[src/rtl/sched_pkg.sv]
// Shared types and index helpers for the schedule dispatcher.
// The flat assignment and frequency buses are decoded with the helpers below.
package sched_pkg;

   typedef enum logic [1:0] {
      ST_IDLE  = 2'd0,
      ST_ISSUE = 2'd1,
      ST_DRAIN = 2'd2,
      ST_FIN   = 2'd3
   } state_e;

   function automatic int tid_width(input int num_tasks);
      return (num_tasks > 1) ? $clog2(num_tasks) : 1;
   endfunction

   function automatic int cid_width(input int num_procs);
      return (num_procs > 1) ? $clog2(num_procs) : 1;
   endfunction

   // Bit p*NUM_TASKS+t of processor_assignment means task t runs on core p.
   function automatic int asg_bit(input int p, input int t, input int num_tasks);
      return p * num_tasks + t;
   endfunction

   function automatic int freq_lsb(input int t, input int data_width);
      return t * data_width;
   endfunction

endpackage

[src/rtl/schedule_dispatcher_if.sv]
// Dispatch channel from the dispatcher (master) to the core cluster (slave).
interface schedule_dispatcher_if
   import sched_pkg::*;
#(
   parameter int TID_W      = 4,
   parameter int CID_W      = 2,
   parameter int DATA_WIDTH = 32
);
   logic                  disp_valid;
   logic                  disp_ready;
   logic [TID_W-1:0]      disp_task;
   logic [CID_W-1:0]      disp_core;
   logic [DATA_WIDTH-1:0] disp_freq;

   modport master (output disp_valid, disp_task, disp_core, disp_freq, input disp_ready);
   modport slave  (input disp_valid, disp_task, disp_core, disp_freq, output disp_ready);
endinterface

[src/rtl/schedule_dispatcher_onehot_to_index.sv]
// Lowest-set-bit encoder for a core mask, with empty and multi-hot flags.
module onehot_to_index
   import sched_pkg::*;
#(
   parameter int N = 3,
   parameter int W = 2
) (
   input  logic [N-1:0] mask_i,
   output logic [W-1:0] index_o,
   output logic         none_o,
   output logic         multi_o
);

   always_comb begin
      index_o = '0;
      for (int p = N - 1; p >= 0; p--) begin
         if (mask_i[p]) index_o = W'(p);
      end
   end

   assign none_o  = ~|mask_i;
   assign multi_o = |(mask_i & (mask_i - N'(1)));

endmodule

[src/rtl/schedule_dispatcher.sv]
// Issues captured schedule tasks in index order to their cores over a
// valid/ready channel, tracks per-core occupancy and reports the makespan.
module schedule_dispatcher
   import sched_pkg::*;
#(
   parameter int NUM_TASKS      = 10,
   parameter int NUM_PROCESSORS = 3,
   parameter int DATA_WIDTH     = 32,
   parameter int TID_W          = tid_width(NUM_TASKS),
   parameter int CID_W          = cid_width(NUM_PROCESSORS)
) (
   input  logic                                  clk,
   input  logic                                  reset,
   input  logic                                  start,
   input  logic [0:NUM_PROCESSORS*NUM_TASKS-1]   processor_assignment,
   input  logic [0:DATA_WIDTH*NUM_TASKS-1]       freq_in,
   schedule_dispatcher_if.master                 disp,
   input  logic [NUM_PROCESSORS-1:0]             core_done,
   output logic [NUM_PROCESSORS-1:0]             core_busy,
   output logic                                  busy,
   output logic                                  all_done,
   output logic [DATA_WIDTH-1:0]                 cycle_count,
   output logic                                  err_unassigned,
   output logic                                  err_multi,
   output logic                                  err_spurious
);

   localparam logic [TID_W-1:0] LAST_IDX = TID_W'(NUM_TASKS - 1);

   state_e                              state_q;
   logic [TID_W-1:0]                    idx_q;
   logic [0:NUM_PROCESSORS*NUM_TASKS-1] asg_q;
   logic [0:DATA_WIDTH*NUM_TASKS-1]     freq_q;
   logic [NUM_PROCESSORS-1:0]           core_busy_q, core_busy_d;
   logic [DATA_WIDTH-1:0]               cycle_q;
   logic                                err_unassigned_q, err_multi_q, err_spurious_q;
   logic                                all_done_q;

   logic [NUM_PROCESSORS-1:0] mask_all [NUM_TASKS];
   logic [DATA_WIDTH-1:0]     freq_all [NUM_TASKS];
   logic [NUM_PROCESSORS-1:0] mask;
   logic [CID_W-1:0]          core;
   logic                      none, multi;
   logic                      valid, xfer, skip, spurious;

   function automatic logic [DATA_WIDTH-1:0] sat_inc(input logic [DATA_WIDTH-1:0] v);
      return (&v) ? v : v + DATA_WIDTH'(1);
   endfunction

   for (genvar t = 0; t < NUM_TASKS; t++) begin : g_task
      assign freq_all[t] = freq_q[freq_lsb(t, DATA_WIDTH) +: DATA_WIDTH];
      for (genvar p = 0; p < NUM_PROCESSORS; p++) begin : g_core
         assign mask_all[t][p] = asg_q[asg_bit(p, t, NUM_TASKS)];
      end
   end

   assign mask = mask_all[idx_q];

   onehot_to_index #(.N(NUM_PROCESSORS), .W(CID_W)) u_core_sel (
      .mask_i  (mask),
      .index_o (core),
      .none_o  (none),
      .multi_o (multi)
   );

   // Gated by the registered busy bit only, so ready never feeds back into valid.
   assign valid    = (state_q == ST_ISSUE) && !none && !core_busy_q[core];
   assign xfer     = valid && disp.disp_ready;
   assign skip     = (state_q == ST_ISSUE) && none;
   assign spurious = |(core_done & ~core_busy_q);
   assign core_busy_d = (core_busy_q & ~core_done)
                      | (xfer ? (NUM_PROCESSORS'(1) << core) : '0);

   always_ff @(posedge clk or posedge reset) begin
      if (reset) begin
         state_q          <= ST_IDLE;
         idx_q            <= '0;
         asg_q            <= '0;
         freq_q           <= '0;
         core_busy_q      <= '0;
         cycle_q          <= '0;
         err_unassigned_q <= 1'b0;
         err_multi_q      <= 1'b0;
         err_spurious_q   <= 1'b0;
         all_done_q       <= 1'b0;
      end else begin
         all_done_q  <= 1'b0;
         core_busy_q <= core_busy_d;
         case (state_q)
            ST_IDLE: begin
               if (start) begin
                  asg_q            <= processor_assignment;
                  freq_q           <= freq_in;
                  idx_q            <= '0;
                  cycle_q          <= '0;
                  err_unassigned_q <= 1'b0;
                  err_multi_q      <= 1'b0;
                  err_spurious_q   <= 1'b0;
                  state_q          <= ST_ISSUE;
               end
            end
            ST_ISSUE: begin
               cycle_q <= sat_inc(cycle_q);
               if (skip)  err_unassigned_q <= 1'b1;
               if (multi) err_multi_q      <= 1'b1;
               if (skip || xfer) begin
                  if (idx_q == LAST_IDX) state_q <= ST_DRAIN;
                  else                   idx_q   <= idx_q + TID_W'(1);
               end
            end
            ST_DRAIN: begin
               cycle_q <= sat_inc(cycle_q);
               if (core_busy_q == '0) begin
                  state_q    <= ST_FIN;
                  all_done_q <= 1'b1;
               end
            end
            ST_FIN:  state_q <= ST_IDLE;
            default: state_q <= ST_IDLE;
         endcase
         // Last assignment wins, so a completion for an idle core survives a start clear.
         if (spurious) err_spurious_q <= 1'b1;
      end
   end

   assign disp.disp_valid = valid;
   assign disp.disp_task  = idx_q;
   assign disp.disp_core  = core;
   assign disp.disp_freq  = freq_all[idx_q];
   assign core_busy       = core_busy_q;
   assign busy            = (state_q != ST_IDLE);
   assign all_done        = all_done_q;
   assign cycle_count     = cycle_q;
   assign err_unassigned  = err_unassigned_q;
   assign err_multi       = err_multi_q;
   assign err_spurious    = err_spurious_q;

endmodule

[src/flat_wrapper.sv]
// flat-port wrapper written by rule: the top's interface ports become plain ports
module schedule_dispatcher_flat import sched_pkg::*;
#(
   parameter int NUM_TASKS      = 10,
   parameter int NUM_PROCESSORS = 3,
   parameter int DATA_WIDTH     = 32,
   parameter int TID_W          = tid_width(NUM_TASKS),
   parameter int CID_W          = cid_width(NUM_PROCESSORS)
)
  (clk, reset, start, processor_assignment, freq_in, core_done, core_busy, busy, all_done, cycle_count, err_unassigned, err_multi, err_spurious, disp_disp_valid, disp_disp_task, disp_disp_core, disp_disp_freq, disp_disp_ready);
  schedule_dispatcher_if #(.TID_W(TID_W), .CID_W(CID_W), .DATA_WIDTH(DATA_WIDTH)) disp_i ();
  input  logic clk;
  input  logic reset;
  input  logic start;
  input  logic [0:NUM_PROCESSORS*NUM_TASKS-1] processor_assignment;
  input  logic [0:DATA_WIDTH*NUM_TASKS-1] freq_in;
  input  logic [NUM_PROCESSORS-1:0] core_done;
  output logic [NUM_PROCESSORS-1:0] core_busy;
  output logic busy;
  output logic all_done;
  output logic [DATA_WIDTH-1:0] cycle_count;
  output logic err_unassigned;
  output logic err_multi;
  output logic err_spurious;
  output wire logic [$bits(disp_i.disp_valid)-1:0] disp_disp_valid;
  output wire logic [$bits(disp_i.disp_task)-1:0] disp_disp_task;
  output wire logic [$bits(disp_i.disp_core)-1:0] disp_disp_core;
  output wire logic [$bits(disp_i.disp_freq)-1:0] disp_disp_freq;
  input wire logic [$bits(disp_i.disp_ready)-1:0] disp_disp_ready;
  assign disp_disp_valid = disp_i.disp_valid;
  assign disp_disp_task = disp_i.disp_task;
  assign disp_disp_core = disp_i.disp_core;
  assign disp_disp_freq = disp_i.disp_freq;
  assign disp_i.disp_ready = disp_disp_ready;
  schedule_dispatcher #(.NUM_TASKS(NUM_TASKS), .NUM_PROCESSORS(NUM_PROCESSORS), .DATA_WIDTH(DATA_WIDTH), .TID_W(TID_W), .CID_W(CID_W)) u_core (.clk(clk), .reset(reset), .start(start), .processor_assignment(processor_assignment), .freq_in(freq_in), .disp(disp_i), .core_done(core_done), .core_busy(core_busy), .busy(busy), .all_done(all_done), .cycle_count(cycle_count), .err_unassigned(err_unassigned), .err_multi(err_multi), .err_spurious(err_spurious));
endmodule
[config.mk]
export PLATFORM = sky130hd
export DESIGN_NAME = schedule_dispatcher_flat
export DESIGN_NICKNAME = d
export VERILOG_FILES = /design/src/rtl/sched_pkg.sv /design/src/rtl/schedule_dispatcher_if.sv /design/src/rtl/schedule_dispatcher_onehot_to_index.sv /design/src/rtl/schedule_dispatcher.sv /design/src/flat_wrapper.sv
export SDC_FILE = /design/constraint.sdc
export NUM_CORES = 1
export LEC_CHECK = 0
export CAP_MARGIN = 40
export CORE_ASPECT_RATIO = 0.8
export CORE_MARGIN = 2
export CORE_UTILIZATION = 46
export DETAILED_ROUTE_END_ITERATION = 6
export GPL_TIMING_DRIVEN = 1
export MAX_ROUTING_LAYER = met4
export PLACE_DENSITY = 0.78
export SETUP_SLACK_MARGIN = 0.1
export SYNTH_ARGS = -nofsm -noshare
export SYNTH_HDL_FRONTEND = slang
export SYNTH_HIERARCHICAL = 1
export SYNTH_SLANG_ARGS = --single-unit
[constraint.sdc]
create_clock -name clk -period 12.6 [get_ports clk]
set_input_delay 2.52 -clock clk [delete_from_list [all_inputs] [get_ports clk]]
set_output_delay 2.52 -clock clk [all_outputs]
set_load 0.01 [all_outputs]
# == Word level (Yosys, flattened, before mapping) ==
# Index checks and enable logic that the tools add are counted.
# totals
ff_bits,395
in_bits,357
output_inout_bits,79
word_cells,94
# op_classes
addsub,3
n_lt_le_gt_ge,2
eq_ne,12
n_shift,1
n_mux,33
n_bitwise,7
reduce_logical,26
# ops
operator,n
$bmux W32 S4,1
$mux W32,4
$pmux W32 S2,1
$add A32 B1 Y32 const B,1
$reduce_and A32 Y1,1
$mux W2,7
$bmux W3 S4,1
$mux W4,3
$ne A2 B2 Y1 const B,5
$reduce_bool A2 Y1,5
$and A3 B3 Y3,3
$mux W3,3
$reduce_and A3 Y1,3
$reduce_or A3 Y1,3
$mux W1,8
$pmux W2 S4,1
$pmux W4 S2,1
$reduce_and A4 Y1,2
$ne A2 B1 Y1 const B,3
$not A3 Y3,2
$ge A5 B5 Y1 const B,1
$not A4 Y5,1
$add A4 B1 Y4 const B,1
$eq A2 B2 Y1 const B,2
15 further kinds,21

# == Depth between registers and ports, before layout ==
# depth
ltp_word,15
depth_mapped,12
ltp_nobuf,11

# == Hierarchy ==
# The synthesis kept the hierarchy.
# modules_own_cells
mod,n_inst,cells_per_inst,area_per_inst_um2,seq_area_each_um2
schedule_dispatcher,1,1334,18385.1,9884.5
onehot_to_index,1,4,32.5,0.0

# == Least setup slack after synthesis ==
# No wires, ideal clock.
# synth_timing
path_type,reg2out
from,register u_core.idx_q[0] (netlist: u_core/disp.disp_task[0])
to,output port disp_disp_valid
arrival_ns,2.840
required_time_ns,10.080
path_slack_ns,7.240
path_stages_with_launch,10
path_buffers,2
cell_sequence,dfrtp_1 > buf_2 > buf_2 > mux4_2 > a21oi_1 > o21ai_0 > nor3b_1 > inv_1 > nand3_1 > o211a_1
# synth_via
elab_cells_between_ends,13
cone_classes,8 x mux; 1 x bitwise; 4 x reduce/logical
# synth_lines
element,line_no,text
"start, declared",schedule_dispatcher.sv:31,logic [TID_W-1:0] idx_q;
"start signal, assigned",schedule_dispatcher.sv:108,else idx_q <= idx_q + TID_W'(1);
$not A4 Y5 (not written as such),schedule_dispatcher.sv:57,assign mask = mask_all[idx_q];
$bmux W3 S4,schedule_dispatcher.sv:57,
$mux W3 (not written as such) (2 in a row),schedule_dispatcher.sv:57,
via u_core.mask[0],schedule_dispatcher.sv:41,logic [NUM_PROCESSORS-1:0] mask;
$mux W2,schedule_dispatcher_onehot_to_index.sv:17,if (mask_i[p]) index_o = W'(p);
via disp_disp_core[1],flat_wrapper.sv:27,output wire logic [$bits(disp_i.disp_core)-1:0] disp_disp_core;
$bmux W1 S2,schedule_dispatcher.sv:67,assign valid = (state_q == ST_ISSUE) && !none && !core_busy_q[core];
$mux W1 (not written as such),schedule_dispatcher.sv:67,
$logic_not A1 Y1,schedule_dispatcher.sv:67,
$logic_and A1 B1 Y1,schedule_dispatcher.sv:67,
"end, declared",flat_wrapper.sv:25,output wire logic [$bits(disp_i.disp_valid)-1:0] disp_disp_valid;
# The timed path passes the listed nets, and every way through them passes these cells. The select of a mux whose other input is x is not followed.

# == Worst setup path after layout ==
# layout_timing
from,register u_core.idx_q[1] (netlist: u_core/disp.disp_task[1])
to,output port disp_disp_valid
# layout_via
elab_chain_len,11
elab_cells_between_ends,13
cone_classes,8 x mux; 1 x bitwise; 4 x reduce/logical
# layout_lines
element,line_no
$not A4 Y5 (not written as such) (*),schedule_dispatcher.sv:57
$bmux W3 S4 (*),schedule_dispatcher.sv:57
$mux W3 (not written as such) (*) (2 in a row),schedule_dispatcher.sv:57
via u_core.mask[2],schedule_dispatcher.sv:41
$mux W2 (3 in a row),schedule_dispatcher_onehot_to_index.sv:17
$bmux W1 S2,schedule_dispatcher.sv:67
$mux W1 (not written as such),schedule_dispatcher.sv:67
$logic_not A1 Y1,schedule_dispatcher.sv:67
$logic_and A1 B1 Y1 (*),schedule_dispatcher.sv:67
# The timed path passes the listed nets; every way through them passes the cells marked *. The select of a mux whose other input is x is not followed.

==> results by group <==
Synthesis
  – Post-Synthesis Cells: 1338
  – Number of distinct library cells after synthesis: 57
  – Post-synth EDFFs: 0
  – Compound-Gate Fraction of Synth Area: 0.0498
  – Synth Net Count: 1701
  – Most used flip-flop cell after synthesis: dfrtp_1
  – Mapped cell area: 18400 um^2
  – Seq/Total Area, Yosys: 0.537
  – Largest family of logic cells by synthesized area: multiplexers
  – Post-synthesis xor/xnor area fraction: 0
  – FFs w/ async S/R, synth: 1.00
  – Ys Warns: 6
  – Number of synthesized register bits: 395
  – Adder-cell share of the synthesized area: 0.00469
  – Mux contribution to synthesized area: 0.332
  – Post-Synth Simple-Gate Area: 0.0531
  – Synthesized area per cell: 13.8 um^2

Hold path
  – Tightest Hold Check Type: flop to flop
  – Hold Crit Depth: 1
  – Hold Path Sink: u_core/freq_all[102]$_DFFE_PP0P_
  – Hold Path Origin: u_core/freq_all[102]$_DFFE_PP0P_

Die
  – Die Wd: 228 um
  – Floorplan core area: 39400 um^2
  – Initial Util: 0.467
  – I/O pin count: 436
  – Height of the die: 183 um
  – Die area: 41700 um^2
  – Cell Rows: 65

Clocking
  – CTS Hold Bufs: 0
  – Post-cts resize count: 0
  – CTS Buffer Depth: 3
  – CTS root buf: clkbuf_16
  – Total clock sinks: 395
  – Clock slew at reported path FFs: 0.06 ns
  – Setup bufs post-CTS: 0
  – CTS Buf Count: 42
  – CTS tree: yes
  – H-tree depth: 2
  – Later-pin clock latency in the skew report: 0.53 ns

STA
  – Final Cycle Share: 0.575
  – Sum of negative setup slack: 0 ns
  – Relative slew slack: 0.247
  – Final slew viol count: 0
  – Hold Violations, Final: 0
  – RSZ-0062 raised after global routing: no
  – Post-route minimum period: 7.25 ns
  – Max Fclk: 138 MHz
  – Final Skew: 0.0120 ns
  – Finish-stage setup viols: 0
  – Worst slew pin tran: 1.13 ns

Critical path
  – Crit path capture type: output pin
  – Crit-path cells: buf_4 -> mux4_2 -> a21oi_1 -> o21ai_0 -> nor3b_1 -> inv_1 -> nand3_1 -> o211a_1 -> clkdlybuf4s50_1
  – R2R Path Start: u_core/disp.disp_task[1]$_DFFE_PP0P_
  – R2r endpoint: u_core/disp.disp_task[0]$_DFFE_PP0P_
  – Crit-path slowest cell: dfrtp_4
  – Startpoint types: flop
  – Cells on worst reg2reg path: 9
  – Reg2reg setup slack: 7.87 ns
  – CP max FO: 40
  – Critical Path AT: 4.73 ns
  – Crit Path Class: flop to output pin
  – Critical Path RT: 10.08 ns
  – Largest stage delay, worst path: 0.89 ns

Detailed routing
  – Vias: 12800
  – Drt wl/cell: 21.9 um
  – Wirelength, routed: 50900 um
  – Final ANT Viol Nets: 0
  – DRT iter0 DRCs: 834
  – Drt drc: 0
  – DR pass1 iterations: 5
  – Vias per inst: 5.51

Placed design
  – Cell Area, Placed: 23400 um^2
  – Routability cong.: 0.888
  – Hpwl dp: 35700 um
  – Dpl cells: 2232
  – # port buffers: 435

Cells and area
  – Most common cell after layout, fill and taps aside: clkdlybuf4s50_1
  – Utilization after layout: 0.627
  – Fillers: 3013
  – Post-route design area: 24700 um^2
  – Finished Layout Cells: 2326
  – Register Area: 9890 um^2
  – Final net count: 2103
  – Commonest cells after routing, fill and taps aside: clkdlybuf4s50_1, dfrtp_1, mux2_2
  – Area Overhead vs Synth: 34.3%
  – Layout cells sized above 1: 0.295
  – Multi-input gate area: 8110 um^2

Power
  – Peak supply drop: 0.000121 V
  – Pwr Density: 229 nW/um^2
  – Leakage: 10.0 nW

Job
  – MaxCap Viol Count: 0

Outcome
  – Status: complete, no violations

Global route
  – Grt ovf: 0
  – Largest net degree at the start of global routing: 192
  – Gr usage total: 0.249
  – Global-route wire length before repair: 78100 um
  – Antenna violations before repair: 18
  – Vias in the first global route: 13600
[synthesized netlist by cell type, types with 5 or more instances]
library cell	number	area, um^2
buf_2	14	70.1
nor3_1	14	70.1
nand4_1	14	87.6
inv_1	13	48.8
mux2i_1	56	561
o2bb2ai_1	11	96.3
nor2_1	58	218
mux2_2	353	3980
nand3_1	15	75.1
nor4_1	7	43.8
a21oi_1	59	295
and3_1	5	31.3
buf_1	7	26.3
clkbuf_1	66	248
mux4_2	70	1580
ha_1	6	75.1
o21ai_0	56	280
dfrtp_1	395	9880
nand2_1	57	214
[sequential cells by signal, summed over array words and instances, names as in the netlist]
signal / count
u_core/asg_q: 30
u_core/disp.disp_task: 4
u_core/freq_all: 320
u_core/all_done: 1
u_core/core_busy: 3
u_core/cycle_count: 32
u_core/err_unassigned: 1
u_core/err_multi: 1
u_core/state_q: 2
u_core/err_spurious: 1
[critical path, delay by kind of cell, from the launching register on]
kind | cells | cell delay, ns
and+or+nand+nor | 2 | 0.90
DFF | 1 | 0.89
buffers and inverters | 3 | 1.36
muxes | 1 | 0.31
AOI/OAI and AO/OA | 3 | 0.69
[worst max-delay path by stage]
stage	startpoint	endpoint	slack, ns
2_1_floorplan	reset	u_core/all_done$_DFF_PP0_	4.76
3_3_place_gp	u_core/disp.disp_task[0]$_DFFE_PP0P_	disp_disp_valid	6.09
3_5_place_dp	u_core/disp.disp_task[0]$_DFFE_PP0P_	disp_disp_valid	5.94
4_1_cts	u_core/disp.disp_task[0]$_DFFE_PP0P_	disp_disp_valid	5.33
5_1_grt	u_core/disp.disp_task[0]$_DFFE_PP0P_	disp_disp_valid	5.02
6_report	u_core/disp.disp_task[1]$_DFFE_PP0P_	disp_disp_valid	5.35
[power breakdown]
part           leakage (nW)  switching, mW  internal, mW  total, mW
Combinational          4.62          0.927          1.32       2.24
Clock                 0.664          0.504         0.700       1.20
Sequential             4.74          0.356          1.87       2.23
[layer usage]
metal | track usage | share of wire | up-vias
met3 | 0.0650 | 0.070 | 95
met5 | - | 0 | -
li1 | - | - | 5772
met2 | 0.382 | 0.48 | 427
met4 | 0.0884 | 0.030 | 0
met1 | 0.320 | 0.42 | 6523
[kinds of logic after synthesis]
family	count (synthesis)
muxes	479
and+or+nand+nor	196
DFF	395
adders and majority gates	7
AOI/OAI and AO/OA	154
buffers and inverters	107
[final cells by class]
class / instances / share of cell area
multi-input cells: 836 / 0.328
diodes: 19 / 0.00192
clock buffers: 62 / 0.0500
clock inverters: 13 / 0.00389
inverters: 15 / 0.00243
well taps: 536 / 0.0271
flip-flops and latches: 395 / 0.400
repair buffers: 450 / 0.187
[stage by stage]
step | power [mW] | setup WS, ns | hold slack, ns
after floorplan | 3.68 | 4.76 | 0.474
after global placement | 4.36 | 6.09 | 0.481
after detailed placement | 4.48 | 5.94 | 0.488
after CTS | 5.71 | 5.33 | 0.501
after global routing | 6.01 | 5.02 | 0.508
final | 5.67 | 5.35 | 0.501
No activity file was read; power rests on OpenSTA's default activity.
